[config.mk]
export PLATFORM = sky130hd
export DESIGN_NAME = conv_window_scheduler
export DESIGN_NICKNAME = d
export VERILOG_FILES = /design/src/rtl/conv_window_scheduler.sv
export SDC_FILE = /design/constraint.sdc
export NUM_CORES = 1
export LEC_CHECK = 0
export ABC_CLOCK_PERIOD_IN_PS = 4500
export CAP_MARGIN = 20
export CORE_ASPECT_RATIO = 0.5
export CORE_MARGIN = 4
export CORE_UTILIZATION = 45
export CTS_BUF_LIST = sky130_fd_sc_hd__clkbuf_4 sky130_fd_sc_hd__clkbuf_8
export CTS_CLUSTER_DIAMETER = 30
export CTS_CLUSTER_SIZE = 10
export DETAILED_ROUTE_END_ITERATION = 16
export PLACE_DENSITY = 0.69
export SLEW_MARGIN = 20
export SYNTH_ARGS = -nofsm -noshare
export SYNTH_HDL_FRONTEND = slang
export SYNTH_SLANG_ARGS = --single-unit
[constraint.sdc]
create_clock -name clk -period 4.5 [get_ports clk]
set_input_delay 0.9 -clock clk [delete_from_list [all_inputs] [get_ports clk]]
set_output_delay 0.9 -clock clk [all_outputs]
set_load 0.02 [all_outputs]
[src/rtl/conv_window_scheduler.sv]
// Convolution layer scheduler: walks the output map in raster order and
// arbitrates window reads and result writes over the single RAM port.
module conv_window_scheduler #(
    parameter int ADDR_W = 16,
    parameter int DATA_W = 16,
    parameter int DIM_W  = 8
) (
    input  logic              clk,
    input  logic              rst_n,
    input  logic              start,
    input  logic [ADDR_W-1:0] in_base,
    input  logic [ADDR_W-1:0] in_width,
    input  logic [ADDR_W-1:0] out_base,
    input  logic [DIM_W-1:0]  out_rows,
    input  logic [DIM_W-1:0]  out_cols,
    input  logic [1:0]        stride,
    output logic              ram_enable,
    output logic              ram_write,
    output logic [ADDR_W-1:0] ram_address,
    output logic [ADDR_W-1:0] ram_offset,
    output logic [DATA_W-1:0] ram_wdata,
    input  logic              ram_finish,
    output logic              win_valid,
    input  logic              conv_done,
    input  logic [DATA_W-1:0] conv_result,
    output logic              busy,
    output logic              done
);

    typedef enum logic [2:0] {
        IDLE, RD_REQ, RD_GAP, COMPUTE, WR_REQ, WR_GAP, DONE
    } state_t;

    localparam logic [DIM_W-1:0]  ONE_D = DIM_W'(1);
    localparam logic [ADDR_W-1:0] ONE_A = ADDR_W'(1);
    localparam logic [ADDR_W-1:0] TWO_A = ADDR_W'(2);

    state_t state, state_nxt;

    logic [ADDR_W-1:0] width_q;
    logic [ADDR_W-1:0] row_addr;
    logic [ADDR_W-1:0] rd_addr;
    logic [ADDR_W-1:0] wr_addr;
    logic [DIM_W-1:0]  rows_q;
    logic [DIM_W-1:0]  cols_q;
    logic [DIM_W-1:0]  row;
    logic [DIM_W-1:0]  col;
    logic              step2;
    logic [DATA_W-1:0] wdata_q;
    logic              res_ok;

    logic              last_col;
    logic              last_pix;
    logic [ADDR_W-1:0] col_step;
    logic [ADDR_W-1:0] row_step;
    logic [ADDR_W-1:0] row_next;
    logic              empty_cfg;

    assign last_col  = (col == cols_q - ONE_D);
    assign last_pix  = last_col && (row == rows_q - ONE_D);
    assign col_step  = step2 ? TWO_A : ONE_A;
    assign row_step  = step2 ? {width_q[ADDR_W-2:0], 1'b0} : width_q;
    assign row_next  = row_addr + row_step;
    assign empty_cfg = (out_rows == '0) || (out_cols == '0);
    assign ram_wdata = wdata_q;

    // State register
    always_ff @(posedge clk) begin
        if (!rst_n) state <= IDLE;
        else        state <= state_nxt;
    end

    // Next-state logic
    always_comb begin
        state_nxt = state;
        unique case (state)
            IDLE: begin
                if (start) state_nxt = empty_cfg ? DONE : RD_REQ;
            end
            RD_REQ:  if (ram_finish) state_nxt = RD_GAP;
            RD_GAP:  state_nxt = COMPUTE;
            COMPUTE: if (conv_done || res_ok) state_nxt = WR_REQ;
            WR_REQ:  if (ram_finish) state_nxt = WR_GAP;
            WR_GAP:  state_nxt = last_pix ? DONE : RD_REQ;
            DONE:    state_nxt = IDLE;
            default: state_nxt = IDLE;
        endcase
    end

    // Outputs decoded from the current state
    always_comb begin
        ram_enable  = 1'b0;
        ram_write   = 1'b0;
        ram_address = '0;
        ram_offset  = '0;
        win_valid   = 1'b0;
        done        = 1'b0;
        busy        = 1'b0;
        unique case (state)
            IDLE: ;
            RD_REQ: begin
                ram_enable  = 1'b1;
                ram_address = rd_addr;
                ram_offset  = width_q;
                busy        = 1'b1;
            end
            RD_GAP: begin
                win_valid = 1'b1;
                busy      = 1'b1;
            end
            COMPUTE: busy = 1'b1;
            WR_REQ: begin
                ram_enable  = 1'b1;
                ram_write   = 1'b1;
                ram_address = wr_addr;
                busy        = 1'b1;
            end
            WR_GAP: busy = 1'b1;
            DONE:   done = 1'b1;
            default: ;
        endcase
    end

    // Config latch, raster counters, address walk and result capture
    always_ff @(posedge clk) begin
        if (!rst_n) begin
            width_q  <= '0;
            row_addr <= '0;
            rd_addr  <= '0;
            wr_addr  <= '0;
            rows_q   <= '0;
            cols_q   <= '0;
            row      <= '0;
            col      <= '0;
            step2    <= 1'b0;
            wdata_q  <= '0;
            res_ok   <= 1'b0;
        end else begin
            unique case (state)
                IDLE: begin
                    if (start) begin
                        width_q  <= in_width;
                        row_addr <= in_base;
                        rd_addr  <= in_base;
                        wr_addr  <= out_base;
                        rows_q   <= out_rows;
                        cols_q   <= out_cols;
                        row      <= '0;
                        col      <= '0;
                        step2    <= (stride == 2'd2);
                        res_ok   <= 1'b0;
                    end
                end
                RD_GAP, COMPUTE: begin
                    if (conv_done) begin
                        wdata_q <= conv_result;
                        res_ok  <= 1'b1;
                    end
                end
                WR_REQ: res_ok <= 1'b0;
                WR_GAP: begin
                    if (!last_pix) begin
                        wr_addr <= wr_addr + ONE_A;
                        if (last_col) begin
                            col      <= '0;
                            row      <= row + ONE_D;
                            row_addr <= row_next;
                            rd_addr  <= row_next;
                        end else begin
                            col     <= col + ONE_D;
                            rd_addr <= rd_addr + col_step;
                        end
                    end
                end
                default: ;
            endcase
        end
    end

endmodule

==> impl_metrics.tcl <==
set metrics [dict create \
    synth_ff_type "dfxtp_1" \
    port_buffers 139 \
    dr.pass1.iters 6 \
    drive_gt1_share_pct 7.67 \
    rrSetupSlack_ns 1.00 \
    cts_buffers 17 \
    floorplan.initialDensity_pct 46.3 \
    final_cell_mix "nand2_1 (164), clkdlybuf4s50_1 (139), dfxtp_1 (117)" \
    leakagePower_nw 3.38 \
    postSynthAreaPerCell_um2 7.59 \
    critical_path.endpoint_type "primary output" \
    grt-ovfl-total 0 \
    ys_seq_elements 117 \
    period_minus_slack_ns 3.69 \
    arrival_ns 2.79 \
    cts_sinks 117 \
    fin_tns_setup_ns 0 \
    cts_max_level 4 \
    clkTransAtPathRegs_ns 0.08 \
    endpoint "ram_address[5]" \
    start_kind "flop" \
    dpl.cell_count 1241 \
    hpwl_um 14600 \
    outcome "finished, final reports clean" \
    gp_congestion 0.828 \
    powerDensity_nw_per_um2 370 \
    dieWidth_um 187 \
    reg2reg_depth 11 \
    layout_commonest_cell "nand2_1" \
    postCtsHoldBufs 0 \
    path_max_fanout 20 \
    final.period_utilization_pct 81.9 \
    drc 0 \
    wl_met2_um 9450 \
    synth_edf_count 0 \
    postSynth.asyncResetShare_pct 0 \
    syn-cell-area_um2 7180 \
    highest_layer "met4" \
    crit_chain "and2_1 -> a22o_1 -> clkdlybuf4s50_1" \
    grt_start_max_net_pins 62 \
    wl_per_cell_um 16.1 \
    setup_viol_count_final 0 \
    routed_wl_um 20500 \
    utilization_pct 58.6 \
    crit_path_start "state[2]" \
    synthCells 945 \
    num_vias 7202 \
    synth_top_area_share_pct 32.6 \
    yosysWarningCount 0 \
    n_antenna_cell 0 \
    p_total_mw 3.36 \
    vias_per_cell 5.66 \
    clockBufferDepth 2 \
    met3_length_um 984 \
    grt_pass1_vias 6750 \
    ant_nets 0 \
    finClkSkew_ns 0.0112 \
    hold_viol 0 \
    hp-class "reg2reg" \
    nets 1167 \
    slew_headroom_pct 32.6 \
    antenna_found_initial 0 \
    cts_tree "yes" \
    io_pins 140 \
    fin_cells 1273 \
    clk_latency_ns 0.44 \
    place_worst_setup_slack_ns 1.04 \
    grt_first_pass_wirelength_um 33400 \
    yosys.area.top_type "dfxtp_1" \
    n_fill_cell 1433 \
    critPathRequiredTime_ns 3.60 \
    rows 32 \
    wl_met1_um 9930 \
    ctsResizeCount 0 \
    layout_setup_ws_ns 0.813 \
    cpPeakStageDelay_ns 0.76 \
    r2r_start "step2" \
    peakVddDrop_uv 203 \
    post_cts_buffers 0 \
    fp.dieArea_um2 18200 \
    synthTopCellsByArea "dfxtp_1 (33%), nand2_1 (8.6%), a21oi_1 (7.5%), nor2_1 (4.4%), xor2_1 (4.0%)" \
    slowest_stage "and2_1" \
    core_um2 15500 \
    crit_type "reg2out" \
    rsz0062_at_grt "false" \
    max_freq_mhz 271 \
    ys_seq_area_share_pct 32.6 \
    tightest_slew_ns 1.01 \
    drt_iter0_markers 581 \
    drv_cap 0 \
    dieHeight_um 97.3 \
    synthDistinctLibCells 76 \
    timing.final.max_slew_violations 0 \
    cts-root-buf "clkbuf_8" \
    r2r_end "rd_addr[13]" \
    synth_nets 1056 \
    grt_util_all_layers_pct 21.8 \
    syn2layout_area_growth_pct 26.5 \
]
critical path, delay by kind of cell (launching register included):
family / cells / cell delay, ns
DFF: 1 / 0.70
and+or+nand+nor: 1 / 0.76
buffers and inverters: 1 / 0.61
AOI/OAI and AO/OA: 1 / 0.28
state kept, by name, summed over array words and instances (netlist names), 16 cells and up:
signal and cells:
ram_wdata 16, wr_addr 16, width_q 16, rd_addr 16
row_addr 16
cell usage after synthesis (6+ instances only):
| cell type | n |
|---|---|
| a211oi_1 | 11 |
| a21o_1 | 6 |
| a21oi_1 | 107 |
| a22o_1 | 16 |
| a31oi_1 | 11 |
| and2_1 | 23 |
| and3_1 | 9 |
| buf_2 | 7 |
| clkbuf_1 | 44 |
| dfxtp_1 | 117 |
| ha_1 | 22 |
| inv_1 | 21 |
| mux2_2 | 13 |
| nand2_1 | 164 |
| nand3_1 | 29 |
| nand4_1 | 11 |
| nor2_1 | 85 |
| nor3_1 | 18 |
| nor4_1 | 7 |
| o211ai_1 | 6 |
| o21ai_0 | 50 |
| o22ai_1 | 7 |
| o31ai_1 | 6 |
| o32ai_1 | 6 |
| or2_2 | 7 |
| xnor2_1 | 12 |
| xor2_1 | 33 |
final cells by class:
class / count / area (um^2) / area share [%]
flip-flops and latches: 117 / 2340 / 25.8
well taps: 204 / 255 / 2.81
repair buffers: 152 / 1490 / 16.4
clock inverters: 15 / 191 / 2.11
inverters: 21 / 78.8 / 0.868
multi-input cells: 747 / 4490 / 49.4
clock buffers: 17 / 234 / 2.58
per-stage QoR:
stage               hold slack, ns  area [um^2]
floorplan                    0.444         7180
global placement             0.441         8660
detailed placement           0.447         8660
CTS                          0.460         9080
global route                 0.478         9080
finish                       0.457         9080
where the power goes:
group	internal, mW	switching (mW)	leakage (nW)
Sequential	1.15	0.132	0.957
Clock	0.563	0.504	0.210
Combinational	0.438	0.576	2.22
Total	2.15	1.21	3.38
cells by family after synthesis:
family	synth area share (%)
AOI/OAI and AO/OA	24.8
xor gates and xnor gates	5.49
muxes	2.60
DFF	32.6
and+or+nand+nor	25.2
buffers and inverters	4.93
adders and majority gates	4.39
how the worst min path moves through the flow:
stage / startpoint / to / slack [ns] / depth (start not counted)
2_1_floorplan: width_q[15] / width_q[15] / 0.44 / 2
3_3_place_gp: ram_wdata[9] / ram_wdata[9] / 0.44 / 2
3_5_place_dp: ram_wdata[5] / ram_wdata[5] / 0.45 / 2
4_1_cts: ram_wdata[5] / ram_wdata[5] / 0.46 / 2
5_1_grt: ram_wdata[15] / ram_wdata[15] / 0.48 / 2
6_report: ram_wdata[1] / ram_wdata[1] / 0.46 / 2
routing by layer:
metal / vias up / track usage, %
li1: 3608 / -
met1: 3404 / 29.3
met5: - / 0
met4: 0 / 4.88
met3: 16 / 3.80
met2: 174 / 36.9
No activity file was read; power rests on OpenSTA's default activity.
